**config.mk**
```make
export PLATFORM = sky130hd
export DESIGN_NAME = lane_fill_sched
export DESIGN_NICKNAME = d
export VERILOG_FILES = /design/src/rtl/lane_fill_sched.sv
export SDC_FILE = /design/constraint.sdc
export NUM_CORES = 1
export LEC_CHECK = 0
export CAP_MARGIN = 15
export CORE_MARGIN = 2
export CORE_UTILIZATION = 53
export DETAILED_ROUTE_END_ITERATION = 8
export PLACE_DENSITY = 0.95
export SETUP_SLACK_MARGIN = 0.05
export SYNTH_ARGS = -nofsm -noshare
export SYNTH_HDL_FRONTEND = slang
export SYNTH_SLANG_ARGS = --single-unit
```
**constraint.sdc**
```tcl
create_clock -name clk -period 9.4 [get_ports clk]
set_input_delay 2.82 -clock clk [delete_from_list [all_inputs] [get_ports clk]]
set_output_delay 2.82 -clock clk [all_outputs]
set_load 0.02 [all_outputs]
```
**src/rtl/lane_fill_sched.sv**
```systemverilog
// Round-robin scheduler that lets NREQ requesters fill one shared WIDTH-bit
// register lane by lane. A driven mask tracks which lanes hold data.
module lane_fill_sched #(
  parameter int NREQ  = 4,
  parameter int WIDTH = 128,
  parameter int LANE  = 8,
  parameter int LW    = $clog2(WIDTH/LANE)
) (
  input  logic                   clk,
  input  logic                   rst,
  input  logic [NREQ-1:0]        req_valid,
  input  logic [NREQ*LW-1:0]     req_lane,
  input  logic [NREQ*LANE-1:0]   req_data,
  output logic [NREQ-1:0]        req_ready,
  input  logic                   clear,
  output logic [WIDTH-1:0]       out,
  output logic [WIDTH/LANE-1:0]  driven,
  output logic                   full,
  output logic                   conflict
);
  localparam int NLANES = WIDTH/LANE;
  localparam int PW     = $clog2(NREQ);

  typedef enum logic [1:0] {IDLE, FILL, FULL} state_t;

  state_t              state_p1, state_nxt;
  logic [PW-1:0]       rr_ptr_p1;
  logic [PW-1:0]       gidx;
  logic [PW-1:0]       cand;
  int unsigned         scan;
  logic                accept;
  logic [LW-1:0]       sel_lane;
  logic [LANE-1:0]     sel_data;
  logic [NLANES-1:0]   driven_p1, driven_nxt;
  logic [WIDTH-1:0]    data_p1;
  logic                conflict_p1;

  // Stage p0: combinational arbitration, scanning from rr_ptr upward
  always_comb begin
    req_ready = '0;
    gidx      = '0;
    cand      = '0;
    scan      = 0;
    accept    = 1'b0;
    if (!rst && !clear && state_p1 != FULL) begin
      for (int i = 0; i < NREQ; i++) begin
        scan = (int'(rr_ptr_p1) + i) % NREQ;
        cand = PW'(scan);
        if (!accept && req_valid[cand]) begin
          accept          = 1'b1;
          req_ready[cand] = 1'b1;
          gidx            = cand;
        end
      end
    end
  end

  assign sel_lane   = req_lane[gidx*LW +: LW];
  assign sel_data   = req_data[gidx*LANE +: LANE];
  assign driven_nxt = driven_p1 | (accept ? (NLANES'(1) << sel_lane) : '0);

  always_comb begin
    state_nxt = state_p1;
    case (state_p1)
      IDLE:    if (accept) state_nxt = (&driven_nxt) ? FULL : FILL;
      FILL:    if (accept && (&driven_nxt)) state_nxt = FULL;
      FULL:    state_nxt = FULL;
      default: state_nxt = IDLE;
    endcase
    if (clear) state_nxt = IDLE;
  end

  always_ff @(posedge clk) begin
    if (rst) state_p1 <= IDLE;
    else     state_p1 <= state_nxt;
  end

  // Stage p1: result register, driven mask, sticky conflict and pointer.
  // A write to an already-driven lane still retires; the first writer keeps the lane.
  always_ff @(posedge clk) begin
    if (rst) begin
      data_p1     <= '0;
      driven_p1   <= '0;
      conflict_p1 <= 1'b0;
      rr_ptr_p1   <= '0;
    end else if (clear) begin
      data_p1     <= '0;
      driven_p1   <= '0;
      conflict_p1 <= 1'b0;
    end else if (accept) begin
      rr_ptr_p1 <= (gidx == PW'(NREQ-1)) ? '0 : gidx + 1'b1;
      if (driven_p1[sel_lane]) begin
        conflict_p1 <= 1'b1;
      end else begin
        data_p1[sel_lane*LANE +: LANE] <= sel_data;
        driven_p1[sel_lane]            <= 1'b1;
      end
    end
  end

  assign out      = data_p1;
  assign driven   = driven_p1;
  assign full     = (state_p1 == FULL);
  assign conflict = conflict_p1;
endmodule

```
# --- After elaboration in Yosys (flattened, before gate mapping) ---
# Cells that the tools add are included.
word_totals:
  wordCells: 109
  in_bits: 55
  reg_bits: 149
  out_inout_bits: 150
op_classes:
  n_lt_le_gt_ge: 10
  addsub: 5
  shift: 5
  eq_ne: 6
  n_mux: 48
  reduce_logical: 23
  bitwise: 7
ops:
  columns: ["operator", "count"]
  rows:
  - ["$bwmux 128", 1]
  - ["$shift 8x34->128 const A", 1]
  - ["$shiftx 8x34->128", 1]
  - ["$neg 7->34", 1]
  - ["$mux 4", 8]
  - ["$or 16x16->16", 2]
  - ["$shiftx 32x6->8", 1]
  - ["$mux 1", 18]
  - ["$mux 2", 9]
  - ["$mux 16", 1]
  - ["$reduce_and 16->1", 1]
  - ["$shiftx 16x5->4", 1]
  - ["$shl 1x4->16 const A", 1]
  - ["$lt 2x3->1 const B", 4]
  - ["$or 4x4->4", 3]
  - ["$logic_and 1x1->1", 11]
  - ["$bmux 1 s2", 4]
  - ["$demux 1 s2", 4]
  - ["$ge 2x1->1 const B", 4]
  - ["$reduce_and 2->1", 4]
  - ["$ne 2x2->1 const B", 3]
  - ["$pmux 2 s3", 1]
  - ["$logic_not 1->1", 5]
  - ["$lt 4x5->1 const B", 1]
  - ["other kinds (10)", 14]

# --- Logic depth before layout (Yosys ltp) ---
# Gate-level depths: netlist of run 1.
logic_depth:
  word_depth: 24
  depth_mapped: 22
  mapped_depth_nobuf: 19

# --- Worst setup path after synthesis of run 1 ---
# No wires, ideal clock.
synth_timing:
  kind: "input to output"
  start: "input port req_valid[1]"
  end: "output port req_ready[0]"
  stages: 7
  slack_ns: 2.204
  t_arrival_ns: 4.376
  t_required_ns: 6.580
  n_path_buf: 1
  cell_sequence: "buf_2 > mux4_2 > nor2b_1 > a22oi_1 > nor2_1 > a21oi_1 > a21oi_1"
synth_via:
  elab_chain_len: 16
  word_cells_on_any_way: 31
  cone_classes: "mux (22); bitwise (3); reduce/logical (6)"
synth_lines:
  columns: ["item", "line_no", "rtl"]
  rows:
  - ["start, declared", "11", "input logic [NREQ-1:0] req_valid,"]
  - ["$bmux 1 s2", "49", "if (!accept && req_valid[cand]) begin"]
  - ["$mux 1 (implied by the code)", "49", null]
  - ["$mux 1", "49", null]
  - ["$mux 1", "45", "if (!rst && !clear && state_p1 != FULL) begin"]
  - ["$logic_not 1->1", "49", null]
  - ["$logic_and 1x1->1", "49", null]
  - ["$mux 1", "49", null]
  - ["$mux 1", "45", null]
  - ["$logic_not 1->1", "49", null]
  - ["$logic_and 1x1->1", "49", null]
  - ["$mux 1", "49", null]
  - ["$mux 1", "45", null]
  - ["$logic_not 1->1", "49", null]
  - ["$logic_and 1x1->1", "49", null]
  - ["$mux 4 *", "49", null]
  - ["$mux 4 *", "45", null]
  - ["end, declared", "14", "output logic [NREQ-1:0] req_ready,"]
# Every way passes the cells marked *; elsewhere a longest branch is shown, timed or not. The select of a mux whose other input is x is not followed.

# --- Final worst setup path of run 1 ---
layout_timing:
  start: "input port req_valid[2]"
  end: "output port req_ready[3]"
# Same word-level chain as after synthesis.

==> impl_metrics.ini, run 1 <==
[run_status]
run_status = finished, final reports clean

[die]
die_height_um = 123.9
core_area_um2 = 13990
floorplan.initialDensity = 0.5448
dieArea_um2 = 15350
floorplan.io_pins = 205
row_count = 43
dieWidth_um = 123.9

[route]
ratio_of_routed_vias_to_standard_cells = 5.970
drc_errors = 0
drc_marker_count_from_the_first_detailed_route_iteration = 830
drt_pre_antenna_iters = 6
per_cell_routed_wire_length_um = 19.78
routed_wirelength_um = 24450
number_of_nets_still_failing_antenna_checks_after_routing = 0
routed-via-count = 7379

[yosys]
yosysSeqAreaShare = 0.3914
postSynthNetCount = 939
synth-async-reset-ratio = 0
syn_area_per_cell_um2 = 8.810
synth_top_area_share = 0.3914
synth_flop_cell = dfxtp_1
synth_cell_types = 68
post_synth_instance_area_um2 = 7621
post_synth_main_area_contributors = dfxtp_1 (39%), mux2i_1 (18%), nand2_1 (10%), ha_1 (3.1%), nor2_1 (2.3%)
synth-seq-cells = 149
synth_cells = 865
synthesis.yosys.warnings = 0
synth-edff-count = 0
yosysTopAreaCell = dfxtp_1

[finish]
fillCellCount = 982
final_core_util = 0.7364
design_area_um2 = 10300
layout_stage_area_growth_over_the_synthesis_result_pct = 35.17
commonest_cells_after_routing_fill_and_taps_aside = nand2_1 (206), clkdlybuf4s50_1 (204), dfxtp_1 (149)
final_common_cell = nand2_1
drive_above_1_share = 0.06250
insertedDiodeCount = 0
fin_nets = 1117

[clocking]
numCtsBuffers = 17
post_cts.resized_instances = 0
clkTransAtPathRegs_ps = 60
post_cts_hold_buffer_count = 0
cts-htree-levels = 4
ctsRootBufferMaster = clkbuf_16
ctsLongestPathBuffers = 2
cts_num_sinks = 149
cts_tree = built
source_to_sink_clock_delay_at_the_later_pin_of_the_worst_skew_pair_ps = 420
post_cts_setup_buffer_count = 0

[hold_path]
holdPathEnd = out[44]
worstHoldStart = out[44]
hold_class = reg -> reg
hold_depth = 2

[setup_path]
critical_path.startpoint_type = input port
worst_r2r_endpoint = state_p1[1]
required_time_worst_endpoint_ps = 6580
rr_startpoint = rr_ptr_p1[0]
r2r.worst_path.cells = 19
crit_arrival_ps = 5650
worst-path-max-fanout = 15
rrSetupSlack_ps = 2920
critical_path_type = in -> out
worst_setup_path_end_kind = output port

[grt]
number_of_global_route_vias_before_repair = 7227
grtUsageTotal = 0.3157
antenna_violations_before_repair = 0
grt_max_degree = 85
globalRoute.totalOverflow = 0
grt_first_pass_wirelength_um = 37160

[timing]
worst_slack_ps = 933.6
slew_headroom = 0.1939
worstMarginPinSlew_ps = 1204
fin_tns_setup_ps = 0
final_period_minus_worst_setup_slack_ps = 8466
maxClockFrequency_mhz = 118.1
report.final.slew_viol_count = 0
rsz_0062_raised_after_global_routing = false
clock_skews_ps = 9.505
setup_viol = 0
min_period_over_period = 0.9007
report.final.hold_viol_count = 0

[flow_run]
max-cap-violations = 0

[pwr]
power.density_nw_per_um2 = 150.7
vdd_ir_drop_max_v = 0.0001488
leakagePower_nw = 3.950

[placed_design]
port-buffer-count = 204
dp_hpwl_um = 17150
placement.cell_area_um2 = 9699
globalplace.congestion = 0.9407
dp_slack_ps = 962.1
-- per-layer routing --
layer,routed length [um],GRT usage,up-vias
met1,9728,0.3749,3480
met5,0,0,-
li1,-,-,3377
met3,2030,0.07967,93
met2,11540,0.5234,429
met4,1158,0.1721,0
-- metrics by stage --
| stage | cells | hold WS (ps) | power, mW |
|---|---|---|---|
| final | 1236 | 459.5 | 1.553 |
| after global routing | 1236 | 475.8 | 1.599 |
| after CTS | 1236 | 462.7 | 1.552 |
| after detailed placement | 1204 | 446.5 | 0.8685 |
| after global placement | 1204 | 441.5 | 0.8653 |
| after floorplan | 865 | 469.2 | 0.7965 |
-- worst max-delay path: stages --
cell	delay [ps]
clkdlybuf4s50_1	650
mux4_2	640
nor2b_1	400
a22oi_1	120
nor2_1	110
a21oi_1	50
a21oi_1	200
clkdlybuf4s50_1	640
-- power by group --
group | switching, mW | internal (mW) | total [mW]
Sequential | 0.00528 | 0.634 | 0.640
Clock | 0.286 | 0.406 | 0.691
Combinational | 0.142 | 0.0796 | 0.222
-- how the worst max path moves through the flow --
| stage | startpoint | endpoint | slack, ps | depth (start not counted) |
|---|---|---|---|---|
| floorplan | req_valid[1] | req_ready[0] | 2200 | 7 |
| global placement | req_valid[2] | req_ready[3] | 1060 | 8 |
| detailed placement | req_valid[2] | req_ready[1] | 960 | 7 |
| CTS | req_valid[2] | req_ready[3] | 950 | 7 |
| global route | req_valid[2] | req_ready[3] | 760 | 8 |
| finish | req_valid[2] | req_ready[3] | 930 | 8 |
-- area by class of cell --
type                            instances  area, um^2  area share
Clock inverter                         14       162.7     0.01579
Inverter                               24       100.1    0.009717
Timing Repair Buffer                  212        2102      0.2041
Multi-Input combinational cell        639        4289      0.4164
Clock buffer                           18       439.2     0.04263
Sequential cell                       149        2983      0.2896
Tap cell                              180       225.2     0.02186
-- registers in the layout, indices dropped and copies added, names as in the netlist --
register and cells:
out 128, driven 16, rr_ptr_p1 2, state_p1 2, conflict 1
-- cell usage after synthesis, drive strengths merged, types with 3 or more instances --
cell type and instances:
o21ai 7, nand4 7, a22oi 4, mux4 3, mux2i 140, inv 24
nor4b 4, nor3 12, and2 8, buf 25, o22ai 5, o211ai 6
a21oi 31, a2111oi 3, nand3 17, nor2b 7, dfxtp 149, nand2 206
and4 6, nor2 49, a21o 3, a211oi 3, o211a 5, ha 19
a31oi 21, and3 21, clkbuf 28, nor4 6, nand2b 13
-- cell families after synthesis --
family	Yosys count	share of synthesized area
compound gates	106	0.09391
fa+ha+maj	19	0.03119
buf+inv	77	0.04745
flops	149	0.3914
mux	143	0.1944
simple gates	371	0.2417
Power figures use the tool's default switching activity.
==> run 2: changes to the inputs <==
--- a/config.mk
+++ b/config.mk
@@ -7,10 +7,11 @@
 export LEC_CHECK = 0
 export CAP_MARGIN = 15
 export CORE_MARGIN = 2
-export CORE_UTILIZATION = 53
+export CORE_UTILIZATION = 54
+export CTS_BUF_LIST = sky130_fd_sc_hd__clkbuf_8
 export DETAILED_ROUTE_END_ITERATION = 8
 export PLACE_DENSITY = 0.95
-export SETUP_SLACK_MARGIN = 0.05
+export SKIP_LAST_GASP = 1
 export SYNTH_ARGS = -nofsm -noshare
 export SYNTH_HDL_FRONTEND = slang
 export SYNTH_SLANG_ARGS = --single-unit
==> impl_metrics.ini, run 2 (synthesized netlist as in run 1, its figures left out) <==
[clocking]
ctsLongestPathBuffers = 2
post_cts_setup_buffer_count = 0
numCtsBuffers = 17
cts_tree = built
cts-htree-levels = 4
post_cts.resized_instances = 0
ctsRootBufferMaster = clkbuf_8
source_to_sink_clock_delay_at_the_later_pin_of_the_worst_skew_pair_ps = 460
cts_num_sinks = 149
clkTransAtPathRegs_ps = 80
post_cts_hold_buffer_count = 0

[die]
row_count = 43
dieWidth_um = 122.8
die_height_um = 122.8
core_area_um2 = 13830
floorplan.io_pins = 205
floorplan.initialDensity = 0.5512
dieArea_um2 = 15080

[timing]
final_period_minus_worst_setup_slack_ps = 8444
report.final.hold_viol_count = 0
report.final.slew_viol_count = 0
fin_tns_setup_ps = 0
slew_headroom = 0.3130
clock_skews_ps = 12.78
maxClockFrequency_mhz = 118.4
worstMarginPinSlew_ps = 1026
rsz_0062_raised_after_global_routing = false
min_period_over_period = 0.8983
hold-worst-slack_ps = 463.6
setup_viol = 0

[pwr]
power.density_nw_per_um2 = 134.2
power_mw = 1.353
proportion_of_power_drawn_by_combinational_gates = 0.163
leakagePower_nw = 3.855
vdd_ir_drop_max_v = 0.0001425
seq_power_share = 0.472
switching_share = 0.2899
net-switching-power_uw = 392.3
cell_internal_pwr_uw = 960.9
clock_power_share = 0.365

[placed_design]
globalplace.congestion = 1.067
port-buffer-count = 204
dp_hpwl_um = 16890

[route]
drc_marker_count_from_the_first_detailed_route_iteration = 831
per_cell_routed_wire_length_um = 19.08
drt_pre_antenna_iters = 9
number_of_nets_still_failing_antenna_checks_after_routing = 0
drc_errors = 0
ratio_of_routed_vias_to_standard_cells = 5.904
routed_wirelength_um = 23550
routed-via-count = 7286

[finish]
final_common_cell = nand2_1
commonest_cells_after_routing_fill_and_taps_aside = nand2_1 (206), clkdlybuf4s50_1 (204), dfxtp_1 (149)
largest_register_ff_count = 128
drive_above_1_share = 0.05977
insertedDiodeCount = 0
layout_stage_area_growth_over_the_synthesis_result_pct = 32.28
fin_nets = 1116

[setup_path]
r2r.worst_path.cells = 19
crit_arrival_ps = 5620
worst_r2r_endpoint = out[0]
rrSetupSlack_ps = 2890
worst-path-max-fanout = 15
crit_path_end = req_ready[2]
worst_setup_path_end_kind = output port
critical_path.startpoint_type = input port
timing.critical_path.from = req_valid[2]
required_time_worst_endpoint_ps = 6580
rr_startpoint = rr_ptr_p1[0]
critical_path_type = in -> out

[grt]
grt_max_degree = 69
grt_first_pass_wirelength_um = 36070
globalRoute.totalOverflow = 0
number_of_global_route_vias_before_repair = 6978
antenna_violations_before_repair = 0
grtUsageTotal = 0.3087

[flow_run]
max-cap-violations = 0

[run_status]
run_status = finished, final reports clean

[hold_path]
hold_class = reg -> reg
[run 2: power groups by stage]
stage                     registers [mW]  logic (mW)  clock network, mW
after floorplan                    0.654       0.143                  0
after global placement             0.653       0.212                  0
after detailed placement           0.653       0.214                  0
after CTS                          0.639       0.216              0.496
after global routing               0.639       0.235              0.521
final                              0.639       0.220              0.494
[run 2: per-stage QoR]
step / instance area [um^2] / setup WS, ps / std cells / util
3_3_place_gp: 9692 / 1100 / 1203 / 0.7009
2_1_floorplan: 7621 / 2204 / 865 / -
6_report: 10080 / 956.3 / 1234 / 0.7291
3_5_place_dp: 9692 / 1028 / 1203 / 0.7009
5_1_grt: 10080 / 805.4 / 1234 / 0.7291
4_1_cts: 10080 / 1007 / 1234 / 0.7291
[run 2: worst min path at each step]
| stage | from | endpoint | slack, ps | cells after the start |
|---|---|---|---|---|
| 5_1_grt | out[50] | out[50] | 480 | 2 |
| 2_1_floorplan | state_p1[1] | state_p1[1] | 470 | 2 |
| 6_report | out[17] | out[17] | 460 | 2 |
| 3_5_place_dp | out[125] | out[125] | 450 | 2 |
| 4_1_cts | out[125] | out[125] | 460 | 2 |
| 3_3_place_gp | out[23] | out[23] | 440 | 2 |
[run 2: layout make-up]
class                      count  area, um^2
tap                          180       225.2
multi-input combinational    639        4289
timing repair buffer         211        2095
clock inverter                12       127.6
sequential                   149        2983
clock buffer                  19       261.5
fill                         997        3746
inverter                      24       100.1
[run 2: critical path: stages]
cell and delay (ps):
clkdlybuf4s50_1 630, mux4_2 640, nor2b_1 400, a22oi_1 120
nor2_1 130, a21oi_1 60, a21oi_1 180, clkdlybuf4s50_1 630
[run 2: metal layers]
metal | track usage | share of wire | routed length [um] | vias up
met5 | 0 | 0 | 0 | -
met2 | 0.5304 | 0.49 | 11610 | 374
met4 | 0.1272 | 0.037 | 874 | 0
li1 | - | - | - | 3367
met3 | 0.06180 | 0.070 | 1640 | 79
met1 | 0.3757 | 0.40 | 9422 | 3466
